### src/rtl/dispatch_source_staged.sv
// Command decoder staging per-input spike charge and releasing it on RUN; one-cycle registered update.
// Backpressure: NOP/SPK always accepted; RUN/CLR held until the final pending network cycle is consumed.
module dispatch_source_staged #(
  parameter int NUM_INP      = 8,
  parameter int CHARGE_WIDTH = 8,
  parameter int RUN_WIDTH    = 16,
  parameter int ACCUM        = 0,
  localparam int OPC_WIDTH   = 2,
  localparam int IDX_WIDTH   = (NUM_INP > 1) ? $clog2(NUM_INP) : 0,
  localparam int PAY_WIDTH   = (RUN_WIDTH > IDX_WIDTH + CHARGE_WIDTH) ? RUN_WIDTH
                                                                       : IDX_WIDTH + CHARGE_WIDTH,
  localparam int SRC_WIDTH   = OPC_WIDTH + PAY_WIDTH
) (
  input  logic                              clk,
  input  logic                              rst,
  input  logic                              src_valid,
  output logic                              src_ready,
  input  logic [SRC_WIDTH-1:0]              src,
  input  logic                              net_ready,
  output logic                              net_valid,
  output logic                              net_rst,
  output logic [NUM_INP*CHARGE_WIDTH-1:0]   net_inp,
  output logic                              err_idx,
  output logic                              sat
);

  localparam int IDX_W1 = (IDX_WIDTH > 0) ? IDX_WIDTH : 1;
  localparam logic [1:0] OPC_NOP = 2'd0;
  localparam logic [1:0] OPC_RUN = 2'd1;
  localparam logic [1:0] OPC_SPK = 2'd2;
  localparam logic [1:0] OPC_CLR = 2'd3;

  logic [RUN_WIDTH-1:0]           r_run_cnt;
  logic signed [CHARGE_WIDTH-1:0] r_stg [NUM_INP];
  logic signed [CHARGE_WIDTH-1:0] r_net [NUM_INP];

  logic [1:0]              w_opc;
  logic [RUN_WIDTH-1:0]    w_run;
  logic [IDX_W1-1:0]       w_idx;
  logic [CHARGE_WIDTH-1:0] w_chg;
  logic                    w_idx_ok;
  logic                    w_done;
  logic                    w_ctl_rdy;
  logic                    w_acc;
  logic [CHARGE_WIDTH-1:0] w_cur;
  logic [CHARGE_WIDTH:0]   w_sum;
  logic                    w_ovf;
  logic [CHARGE_WIDTH-1:0] w_sat_val;

  assign w_opc = src[SRC_WIDTH-1 -: OPC_WIDTH];
  assign w_run = src[SRC_WIDTH-3 -: RUN_WIDTH];
  assign w_chg = src[SRC_WIDTH-3-IDX_WIDTH -: CHARGE_WIDTH];

  generate
    if (IDX_WIDTH > 0) begin : g_idx
      assign w_idx = src[SRC_WIDTH-3 -: IDX_WIDTH];
    end else begin : g_noidx
      assign w_idx = '0;
    end
  endgenerate

  assign w_idx_ok  = (32'(w_idx) < NUM_INP);
  assign net_valid = (r_run_cnt != '0);
  assign w_done    = net_valid && net_ready;
  // Control commands wait until no network cycle would be left pending after this edge.
  assign w_ctl_rdy = (r_run_cnt == '0) || ((r_run_cnt == RUN_WIDTH'(1)) && net_ready);
  assign src_ready = ((w_opc == OPC_RUN) || (w_opc == OPC_CLR)) ? w_ctl_rdy : 1'b1;
  assign w_acc     = src_valid && src_ready;

  assign w_cur     = w_idx_ok ? r_stg[w_idx] : '0;
  assign w_sum     = {w_cur[CHARGE_WIDTH-1], w_cur} + {w_chg[CHARGE_WIDTH-1], w_chg};
  assign w_ovf     = w_sum[CHARGE_WIDTH] ^ w_sum[CHARGE_WIDTH-1];
  assign w_sat_val = !w_ovf ? w_sum[CHARGE_WIDTH-1:0]
                   : (w_sum[CHARGE_WIDTH] ? {1'b1, {(CHARGE_WIDTH-1){1'b0}}}
                                          : {1'b0, {(CHARGE_WIDTH-1){1'b1}}});

  always_ff @(posedge clk) begin
    if (rst) begin
      r_run_cnt <= '0;
      for (int i = 0; i < NUM_INP; i++) begin
        r_stg[i] <= '0;
        r_net[i] <= '0;
      end
      err_idx <= 1'b0;
      sat     <= 1'b0;
      net_rst <= 1'b1;
    end else begin
      err_idx <= 1'b0;
      sat     <= 1'b0;
      net_rst <= 1'b0;
      // Staged charge only drives the first cycle of a run.
      if (w_done) begin
        r_run_cnt <= r_run_cnt - RUN_WIDTH'(1);
        for (int i = 0; i < NUM_INP; i++) r_net[i] <= '0;
      end
      if (w_acc) begin
        case (w_opc)
          OPC_RUN: begin
            r_run_cnt <= (w_run == '0) ? RUN_WIDTH'(1) : w_run;
            for (int i = 0; i < NUM_INP; i++) begin
              r_net[i] <= r_stg[i];
              r_stg[i] <= '0;
            end
          end
          OPC_SPK: begin
            if (!w_idx_ok) begin
              err_idx <= 1'b1;
            end else if (ACCUM != 0) begin
              r_stg[w_idx] <= w_sat_val;
              sat          <= w_ovf;
            end else begin
              r_stg[w_idx] <= w_chg;
            end
          end
          OPC_CLR: begin
            net_rst   <= 1'b1;
            r_run_cnt <= '0;
            for (int i = 0; i < NUM_INP; i++) begin
              r_stg[i] <= '0;
              r_net[i] <= '0;
            end
          end
          OPC_NOP: ;
          default: ;
        endcase
      end
    end
  end

  generate
    for (genvar g = 0; g < NUM_INP; g++) begin : g_out
      assign net_inp[g*CHARGE_WIDTH +: CHARGE_WIDTH] = r_net[g];
    end
  endgenerate

endmodule

### config.mk
export PLATFORM = sky130hd
export DESIGN_NAME = dispatch_source_staged
export DESIGN_NICKNAME = d
export VERILOG_FILES = /design/src/rtl/dispatch_source_staged.sv
export SDC_FILE = /design/constraint.sdc
export NUM_CORES = 1
export LEC_CHECK = 0
export ABC_AREA = 0
export CORE_MARGIN = 2
export CORE_UTILIZATION = 45
export CTS_CLUSTER_SIZE = 8
export DETAILED_ROUTE_END_ITERATION = 12
export DONT_BUFFER_PORTS = 1
export HOLD_SLACK_MARGIN = 0.1
export PLACE_DENSITY = 0.64
export SLEW_MARGIN = 20
export SYNTH_ARGS = -nofsm -noshare
export SYNTH_HDL_FRONTEND = slang
export SYNTH_SLANG_ARGS = --single-unit
### constraint.sdc
create_clock -name clk -period 2.49 [get_ports clk]
set_clock_uncertainty 0.05 [all_clocks]
set_input_delay 0.498 -clock clk [delete_from_list [all_inputs] [get_ports clk]]
set_output_delay 0.498 -clock clk [all_outputs]
set_load 0.02 [all_outputs]
Word level (Yosys, flattened, before mapping)
Memory sizes are Yosys's and may differ from the RTL's. Index checks and enable logic that the tools add are counted.

Bitwise operators: 40. Reduce and logical (&&, ||, !) cells: 9. Div/mod/pow operators: 0. Mux-type cells: 65. Add/sub/neg operators: 1. Shift operators: 0. Equality and inequality tests: 4. Multiply operators: 0. $lt $le $gt $ge: 0.

Operators with widths (number): two-way mux 8 bit (41); two-way mux 16 bit (3); OR 1 bit (40); zero test 16 bit (2); one-hot mux 16 bit (2 select lines) (1); two-way mux 1 bit (19); == test 16 x 1 -> 1 bit (second input constant) (1); nonzero test 16 bit (1); subtractor 16 x 1 -> 16 bit (second input constant) (1); OR reduction 8 bit (1); == test 2 bit (second input constant) (2); logical AND 1 bit (3); two-way mux 3 bit (1); == test 2 x 1 -> 1 bit (second input constant) (1); logical OR 1 bit (2).

ROM bits: 0. Bits in writable memories: 128. Bits of input ports: 22. Latch bits: 0. Logic and storage cells: 123. Memories: 2. Output and inout bits: 69. Flip-flop bits (word level): 17.

Memories: r_net (words 8, bits a word 8, rd ports 8, clocked after memory_dff 0, wr ports 8, line 35) `logic signed [CHARGE_WIDTH-1:0] r_net [NUM_INP];`; r_stg (words 8, bits a word 8, rd ports 8, clocked after memory_dff 0, wr ports 8, line 34) `logic signed [CHARGE_WIDTH-1:0] r_stg [NUM_INP];`.

Depth between registers and ports, before layout
Gate-level depths: netlist of run 1.

Depth in word-level cells: 11. Depth in mapped cells: 9. Mapped depth without buffers: 7.

Worst setup path before layout of run 1
Ideal clock, no wire load.

Path type: register to register. Start: register r_run_cnt[13]. End: memory r_net[1][2], in the netlist r_net[0][10] (enable). Slack: -39 ps. Library setup time: 379 ps. Arrival time: 2100 ps. Cell stages (with the launch flop): 7. Path buffers: 1. Clock period less this slack: 2529 ps. Required time: 2061 ps. Cells stage by stage: dfxtp_1 -> nor4_4 -> nand2_2 -> o41a_1 -> and2_1 -> buf_6 -> inv_1.

RTL lines: start, declared (line 33) `logic [RUN_WIDTH-1:0] r_run_cnt;`; start signal, assigned (line 93) `r_run_cnt <= r_run_cnt - RUN_WIDTH'(1);`; start signal, assigned (line 99) `r_run_cnt <= (w_run == '0) ? RUN_WIDTH'(1) : w_run;`; end, declared (line 35).

Worst setup path after layout of run 1
Start: register r_run_cnt[4]. End: output port net_valid.

Word-level cells in the longest chain between the ends: 1.

Ends and longest elaborated chain: nonzero test 16 bit (line 63) `assign net_valid = (r_run_cnt != '0);`; end, declared (line 20) `output logic net_valid,`.

No other way between the ends.

==> tab_implementation.tex, run 1 <==
\begin{tabular}{lr}
\hline
Metric & Value \\
\hline
\multicolumn{2}{l}{\textbf{Timing}} \\
\quad Maximum clock rate & 0.414 GHz \\
\quad Final number of max-transition violations & 0 \\
\quad Worst slew slack as a fraction of its limit & about 44\% \\
\quad Minimum clock period & between 2000 and 2500 ps \\
\quad Worst Tran Pin Value & approximately 830 ps \\
\quad Final setup violation count & 0 \\
\quad Aggregate negative setup slack & 0 ps \\
\quad Ratio of final minimum period to clock period & approximately 97\% \\
\quad Setup repair after global routing missed its margin & false \\
\quad Final hold vios & 0 \\
\multicolumn{2}{l}{\textbf{Pwr}} \\
\quad Share of power burned in the clock network & between 30\% and 40\% \\
\quad Net switching fraction of the power & approximately 31\% \\
\quad Total power consumption of the routed design & just under 8 mW \\
\quad Static Leak & between 2 and 3 nW \\
\quad Switching power & approximately 2.4 mW \\
\quad Cell Pwr Density & $\sim$1100 mW/mm² \\
\quad Maximum VDD drop & $\sim$0.00056 V \\
\quad Sequential Power Share & between 40 and 50\% \\
\quad Internal power summed over all cells & around 5.4 mW \\
\quad Share of total power in combinational logic & a little over a fifth \\
\multicolumn{2}{l}{\textbf{Job}} \\
\quad Max-cap violations & 0 \\
\multicolumn{2}{l}{\textbf{Critical path}} \\
\quad Largest fanout on the critical path & 6 \\
\quad WP data required & 1940 ps \\
\quad Crit path kind & reg2out \\
\quad Data arrival, critical path & about 1900 ps \\
\quad CP endpoint kind & output pin \\
\quad CP startpoint kind & flip-flop \\
\multicolumn{2}{l}{\textbf{Floorplanning}} \\
\quad Number of core rows & 42 \\
\quad Die boundary width & 119 µm \\
\quad Initial cell density of the core & 45.6\% \\
\quad I/O pin cnt & 91 \\
\quad Standard cell core area & approximately 0.013 mm² \\
\quad Chip Height & approximately 120 µm \\
\quad Overall die area & 0.0142 mm² \\
\multicolumn{2}{l}{\textbf{Global route}} \\
\quad First-pass GRT wire length & 19600 µm \\
\quad Antenna violations before repair & 0 \\
\quad Residual overflow from global routing & 0 \\
\quad Largest net degree at the start of global routing & 48 \\
\quad Total GRT Usage & 18.5\% \\
\quad Vias in the first global route & roughly 3600 \\
\multicolumn{2}{l}{\textbf{Outcome}} \\
\quad Result of the run & finished, final reports clean \\
\multicolumn{2}{l}{\textbf{Synth}} \\
\quad Primary FF master, synth & sky130\_fd\_sc\_hd\_\_edfxtp\_1 \\
\quad Sequential-to-total area share from yosys stat & 64.7\% \\
\quad Average instance area after synthesis & $\sim$12 µm² \\
\quad Number of distinct library cells after synthesis & 48 \\
\quad Number of flops mapped to enable cells by yosys & 96 \\
\quad Cell area after technology mapping & between 0.005 and 0.006 mm² \\
\quad Synth warnings & 0 \\
\quad Flip-flop and latch count after synthesis & $\sim$150 \\
\quad Asr flop ratio synth & 0\% \\
\quad Post-synthesis cell count & about 480 \\
\multicolumn{2}{l}{\textbf{Placed design}} \\
\quad Standard cell area after detailed placement & a little over 0.006 mm² \\
\quad Number of buffers added on ports & 0 \\
\quad Routability congestion estimate & 0.851 \\
\quad Half-perimeter wire length after detailed placement & approximately 8100 µm \\
\multicolumn{2}{l}{\textbf{Clock network}} \\
\quad Buffer levels on the longest clock path & 2 \\
\quad Number of clock sinks seen by CTS & 145 \\
\quad Root buffer selected by CTS & sky130\_fd\_sc\_hd\_\_clkbuf\_16 \\
\quad Insertion delay to the later sink of the worst-skew pair & between 400 and 500 ps \\
\quad Cts bufs inserted & 17 \\
\quad CTS tree & yes \\
\quad Htree depth & 4 \\
\quad Clock-pin slew of the registers on the worst-case setup and hold paths & around 60 ps \\
\multicolumn{2}{l}{\textbf{Detailed routing}} \\
\quad Total wire length after detailed routing & 12200 µm \\
\quad Average routed wire per standard cell & approximately 18 µm \\
\quad \# DRC & 0 \\
\quad Detailed Routing Iterations Pass 1 & 4 \\
\quad Iteration-0 DRC Markers & between 200 and 300 \\
\quad Drt via density & 5.25 \\
\quad Total number of vias & approximately 3600 \\
\quad Post-detailed-route count of antenna-violating nets & 0 \\
\multicolumn{2}{l}{\textbf{Final layout}} \\
\quad Share of final-layout standard cells stronger than drive strength 1 & between 10\% and 20\% \\
\quad Area growth, synth to finish & 15.8\% \\
\quad Antenna diodes & 0 \\
\quad Final cell area excluding filler cells & between 0.006 and 0.007 mm² \\
\quad Fill cell count & $\sim$1100 \\
\quad Net count reported at finish & 519 \\
\multicolumn{2}{l}{\textbf{Hold path}} \\
\quad Hold Path Class & in2reg \\
\hline
\end{tabular}
[power groups by stage]
stage	logic (mW)	registers [mW]	clock network, mW
detailed placement	1.52	3.57	0
CTS	1.59	3.53	2.69
global placement	1.49	3.56	0
floorplan	1.20	3.51	0
global route	1.80	3.56	2.81
finish	1.62	3.52	2.64
[timing repair]
action | in CTS | in global routing
pin swaps | 0 | 2
buffers inserted | 0 | 0
hold buffers | 1 | 0
hold endpoints to repair | 24 | 0
resized for setup | 3 | 7
setup endpoints to repair | 1 | 18
[final cells by class]
type | instances | area (µm²) | area share [%]
repair buffers | 20 | 169 | 2.44
multi-input cells | 304 | 2000 | 29.0
well taps | 176 | 220 | 3.18
clock buffers | 23 | 500 | 7.24
inverters | 6 | 30.0 | 0.434
clock inverters | 9 | 128 | 1.85
flip-flops and latches | 145 | 3860 | 55.9
[flip-flops by register name, indices dropped and copies added (netlist names)]
signal     cells
r_net         64
r_run_cnt     16
net_rst        1
r_stg         64
[Yosys cell counts (all sizes together), types with 2 or more instances]
cell,n,area [µm²]
and2,98,613
edfxtp,96,2880
dfxtp,49,981
nand3,28,140
a21oi,26,130
nand3b,25,188
clkbuf,16,61.3
a22o,15,131
nand2,15,58.8
nor4,13,133
o21ai,13,65.1
buf,11,63.8
nor2,11,41.3
nand2b,7,46.3
xor2,7,61.3
inv,6,22.5
nor3,6,30.0
xnor2,5,43.8
nor4b,4,41.3
ha,3,37.5
nand4,3,18.8
nor2b,3,18.8
a31oi,2,12.5
and4,2,17.5
or2,2,12.5
or2b,2,15.0
or4,2,15.0
[cell usage in the layout, fill, tap and decap left out, types with 2 or more instances in the layout]
cell                          n
sky130_fd_sc_hd__and2_1      98
sky130_fd_sc_hd__edfxtp_1    96
sky130_fd_sc_hd__dfxtp_1     48
sky130_fd_sc_hd__nand3_1     27
sky130_fd_sc_hd__a21oi_1     26
sky130_fd_sc_hd__nand3b_1    25
sky130_fd_sc_hd__clkbuf_16   19
sky130_fd_sc_hd__buf_4       17
sky130_fd_sc_hd__a22o_1      15
sky130_fd_sc_hd__nand2_1     14
sky130_fd_sc_hd__nor2_1      11
sky130_fd_sc_hd__o21ai_0     11
sky130_fd_sc_hd__nor4_1       8
sky130_fd_sc_hd__xor2_1       7
sky130_fd_sc_hd__nor3_1       6
sky130_fd_sc_hd__nand2b_1     6
sky130_fd_sc_hd__xnor2_1      5
sky130_fd_sc_hd__inv_1        4
sky130_fd_sc_hd__clkinv_2     4
sky130_fd_sc_hd__nor4_4       3
sky130_fd_sc_hd__nor2b_1      3
sky130_fd_sc_hd__nor4b_1      3
sky130_fd_sc_hd__nand4_1      3
sky130_fd_sc_hd__ha_1         3
sky130_fd_sc_hd__clkbuf_1     3
sky130_fd_sc_hd__bufinv_16    3
sky130_fd_sc_hd__or2_2        2
sky130_fd_sc_hd__clkinvlp_4   2
sky130_fd_sc_hd__o21ai_1      2
sky130_fd_sc_hd__a31oi_1      2
sky130_fd_sc_hd__and4_1       2
sky130_fd_sc_hd__nor4_2       2
sky130_fd_sc_hd__conb_1       2
sky130_fd_sc_hd__clkinv_4     2
[critical path, cell delays in order, from the launching register on]
cell and delay (ps):
sky130_fd_sc_hd__dfxtp_1 380, sky130_fd_sc_hd__or4_4 580, sky130_fd_sc_hd__nor4b_4 280, sky130_fd_sc_hd__nand3_2 200
[per-stage QoR]
stage / setup WS [ps] / utilization (%) / hold WS, ps / instances
after floorplan: 82.7 / - / 386 / 482
after global placement: 158 / 47.7 / 391 / 650
after detailed placement: 80.6 / 47.7 / 392 / 650
after CTS: 4.30 / 52.7 / 128 / 683
after global routing: 2.10 / 52.8 / 131 / 683
final: 76.5 / 52.8 / 144 / 683
[per-layer routing]
metal  vias to the layer above  share of wire (%)  global-route usage [%]  wire length (µm)
met4                         0                1.1                    6.40               138
met2                       109                 48                    29.2              5880
met3                        12                6.9                    7.66               840
li1                       1759                  -                       -                 -
met5                         -                  0                       0                 0
met1                      1707                 44                    22.9              5290
[kinds of logic after synthesis]
logic type                 share of synthesized area (%)
adders and majority gates                          0.629
muxes                                              0.168
other                                             0.0628
buffers and inverters                               2.47
and+or+nand+nor                                     23.8
AOI/OAI and AO/OA                                   6.43
xor gates and xnor gates                            1.76
DFF                                                 64.7
[path summary, 6_finish.rpt]
| kind | start | end | slack [ps] | cells after the start |
|---|---|---|---|---|
| setup / recovery | r_run_cnt[4] | net_valid | 80 | 3 |
| hold / removal | src[9] | r_run_cnt[9] | 140 | 1 |
| setup reg to reg | r_run_cnt[13] | r_stg[6][7] | 90 | 5 |
| hold reg to reg | r_stg[0][4] | r_net[0][4] | 410 | 1 |
No activity file was read; power rests on OpenSTA's default activity.
==> run 2, diff against run 1 <==
ABC_CLOCK_PERIOD_IN_PS = 2490   (was not set)
==> results of run 2 <==
The final DEF is identical to that of run 1; final timing and power are the same.
==> run 3, diff against run 2 <==
CELL_PAD_IN_SITES_DETAIL_PLACEMENT = 1   (was not set)
CELL_PAD_IN_SITES_GLOBAL_PLACEMENT = 1   (was not set)
PLACE_DENSITY = 0.76   (was 0.64)
==> run 3 against run 2 <==
Effect of this change:
- first-iteration DRC count down 40%
- total power down 0.94%
- wire length up 10%
- final cell count up 0.44%
- sequential cell count unchanged
- register-to-register slack better by 60 ps
- sequential power about the same
- maximum frequency up 0.42%
- sequential share of layout area up 0.33 points
- utilization down 0.33 points
- critical path type unchanged
- critical endpoint is now src_ready
==> tab_implementation.tex, run 3 (same netlist as run 1, synthesis figures left out) <==
\begin{tabular}{lr}
\hline
Metric & Value \\
\hline
\multicolumn{2}{l}{\textbf{Critical path}} \\
\quad CP startpoint kind & flip-flop \\
\quad Ordered list of cells on the worst path & nor3\_1 -> nand2\_1 -> buf\_4 -> o31ai\_4 -> buf\_6 \\
\quad Worst path slowest cell & sky130\_fd\_sc\_hd\_\_dfxtp\_1 \\
\quad WP data required & 1940 ps (about the same) \\
\quad CP peak stage delay & 350 ps (-230 ps) \\
\quad Worst reg-to-reg path cell count & 6 (+1) \\
\quad Data arrival, critical path & 1860 ps (about the same) \\
\quad CP endpoint kind & output pin \\
\quad Crit path kind & reg2out \\
\quad Largest fanout on the critical path & 4 (-2) \\
\multicolumn{2}{l}{\textbf{Placed design}} \\
\quad Number of buffers added on ports & 0 (unchanged) \\
\quad Standard cell area after detailed placement & 0.00626 mm² (+0.36\%) \\
\quad Routability congestion estimate & 0.856 (+0.59\%) \\
\quad Number of cells after detailed placement & 653 (+0.46\%) \\
\quad Half-perimeter wire length after detailed placement & 9000 µm (+12\%) \\
\multicolumn{2}{l}{\textbf{Clock network}} \\
\quad Root buffer selected by CTS & sky130\_fd\_sc\_hd\_\_clkbuf\_16 \\
\quad Number of setup buffers added after CTS & 0 (unchanged) \\
\quad CTS tree & yes \\
\quad Insertion delay to the later sink of the worst-skew pair & 420 ps (about the same) \\
\quad Buffer levels on the longest clock path & 2 (unchanged) \\
\quad Number of clock sinks seen by CTS & 145 (unchanged) \\
\quad Clock-pin slew of the registers on the worst-case setup and hold paths & 60 ps (about the same) \\
\quad Htree depth & 4 (unchanged) \\
\quad Cts bufs inserted & 17 (unchanged) \\
\multicolumn{2}{l}{\textbf{Final layout}} \\
\quad Fill cell count & 1334 (+18\%) \\
\quad Area growth, synth to finish & 15.1\% \\
\quad Multi-input gate area in the final layout & 0.00200 mm² (+0.12\%) \\
\quad Top library cells by usage in the layout, fill and taps aside & 98 x sky130\_fd\_sc\_hd\_\_and2\_1, 96 x sky130\_fd\_sc\_hd\_\_edfxtp\_1, 49 x sky130\_fd\_sc\_hd\_\_dfxtp\_1, 27 x sky130\_fd\_sc\_hd\_\_nand3\_1, 26 x sky130\_fd\_sc\_hd\_\_a21oi\_1 \\
\quad Antenna diodes & 0 (unchanged) \\
\quad Most common cell after layout, fill and taps aside & sky130\_fd\_sc\_hd\_\_and2\_1 \\
\quad Sequential cell area in the final layout & 0.00386 mm² (about the same) \\
\quad Net count reported at finish & 522 (+0.58\%) \\
\quad Largest registers & r\_net x64, r\_stg x64, r\_run\_cnt x16 \\
\quad Post-route insts no fill & 686 (+0.44\%) \\
\quad Share of final-layout standard cells stronger than drive strength 1 & 12.9\% (-0.27 points) \\
\quad Final cell area excluding filler cells & 0.00687 mm² (-0.62\%) \\
\multicolumn{2}{l}{\textbf{Pwr}} \\
\quad Static Leak & 2.52 nW (-0.71\%) \\
\quad Cell Pwr Density & 1120 mW/mm² (-0.33\%) \\
\quad Maximum VDD drop & 0.000495 V (-12\%) \\
\multicolumn{2}{l}{\textbf{Detailed routing}} \\
\quad Post-detailed-route count of antenna-violating nets & 0 (unchanged) \\
\quad Total wire length after detailed routing & 13400 µm (+10\%) \\
\quad Detailed Routing Iterations Pass 1 & 4 (unchanged) \\
\quad \# DRC & 0 (unchanged) \\
\quad Total number of vias & 3734 (+4.1\%) \\
\quad Drt via density & 5.44 (+3.6\%) \\
\quad Average routed wire per standard cell & 19.6 µm (+10\%) \\
\quad Iteration-0 DRC Markers & 156 (-40\%) \\
\multicolumn{2}{l}{\textbf{Floorplanning}} \\
\quad I/O pin cnt & 91 (unchanged) \\
\quad Standard cell core area & 0.0131 mm² (unchanged) \\
\quad Number of core rows & 42 (unchanged) \\
\quad Overall die area & 0.0142 mm² (unchanged) \\
\quad Die boundary width & 119 µm (unchanged) \\
\quad Chip Height & 119 µm (unchanged) \\
\quad Initial cell density of the core & 45.6\% (unchanged) \\
\multicolumn{2}{l}{\textbf{Global route}} \\
\quad First-pass GRT wire length & 21400 µm (+9.2\%) \\
\quad Residual overflow from global routing & 0 (unchanged) \\
\quad Antenna violations before repair & 1 (+1) \\
\quad Largest net degree at the start of global routing & 48 (unchanged) \\
\quad Vias in the first global route & 3831 (+6.7\%) \\
\quad Total GRT Usage & 20.1\% (+1.7 points) \\
\multicolumn{2}{l}{\textbf{Timing}} \\
\quad Final number of max-transition violations & 0 (unchanged) \\
\quad Ratio of final minimum period to clock period & 96.5\% (-0.41 points) \\
\quad Worst Tran Pin Value & 899 ps (+66.8 ps) \\
\quad Final setup violation count & 0 (unchanged) \\
\quad Setup repair after global routing missed its margin & false \\
\quad Minimum clock period & 2400 ps (-10.2 ps) \\
\quad Final hold vios & 0 (unchanged) \\
\quad Worst slew slack as a fraction of its limit & 39.9\% (-4.5 points) \\
\quad Aggregate negative setup slack & 0 ps (unchanged) \\
\quad Maximum clock rate & 0.416 GHz (+0.42\%) \\
\multicolumn{2}{l}{\textbf{Hold path}} \\
\quad Hold Path Class & in2reg \\
\quad Number of cells on the worst hold path & 2 (+1) \\
\multicolumn{2}{l}{\textbf{Outcome}} \\
\quad Result of the run & finished, final reports clean \\
\multicolumn{2}{l}{\textbf{Job}} \\
\quad Max-cap violations & 0 (unchanged) \\
\hline
\end{tabular}
[run 3: cell type report]
type,count,area share (%)
clock buffers,27,7.48
clock inverters,5,0.747
repair buffers,23,2.79
flip-flops and latches,145,56.2
inverters,6,0.382
well taps,176,3.20
multi-input cells,304,29.2
[run 3: critical path: cells and delay by family, from the launching register on]
| family | cells | cell delay [ps] |
|---|---|---|
| AND/OR/NAND/NOR | 2 | 440 |
| flip-flops | 1 | 350 |
| buffers and inverters | 2 | 350 |
| AO/OA/AOI/OAI | 1 | 300 |
[run 3: path summary, 6_finish.rpt]
path / endpoint / from / slack, ps
worst max-delay path: src_ready / r_run_cnt[14] / 90
worst min-delay path: r_run_cnt[1] / src[1] / 140
worst max register to register: r_net[1][4] / r_run_cnt[13] / 150
worst min register to register: r_net[0][1] / r_stg[0][1] / 410
[run 3: metrics by stage]
stage | power, mW | worst slack, ps | util, % | hold WS [ps]
2_1_floorplan | 4.71 | 82.7 | - | 386
3_3_place_gp | 5.15 | 227 | 47.8 | 389
3_5_place_dp | 5.23 | 164 | 47.8 | 406
4_1_cts | 7.75 | 6.31 | 52.5 | 125
5_1_grt | 8.09 | 3.39 | 52.5 | 134
6_report | 7.71 | 86.7 | 52.5 | 141
[run 3: what timing repair did]
item,4_1_cts,5_1_grt
hold buffers,1,0
pin swaps,1,4
resized for setup,5,4
hold endpoints to repair,24,0
setup endpoints to repair,2,2
[run 3: per-layer routing]
layer / global-route usage [%] / part of all wire [%]
met1: 24.9 / 43
met4: 7.59 / 1.5
met5: 0 / 0.089
met2: 32.4 / 48
met3: 7.18 / 6.8
[run 3: power breakdown]
part / switching, mW / total, mW / internal, mW
registers: 0.473 / 3.54 / 3.07
logic: 1.09 / 1.77 / 0.676
clock network: 0.889 / 2.40 / 1.51
total: 2.46 / 7.71 / 5.25
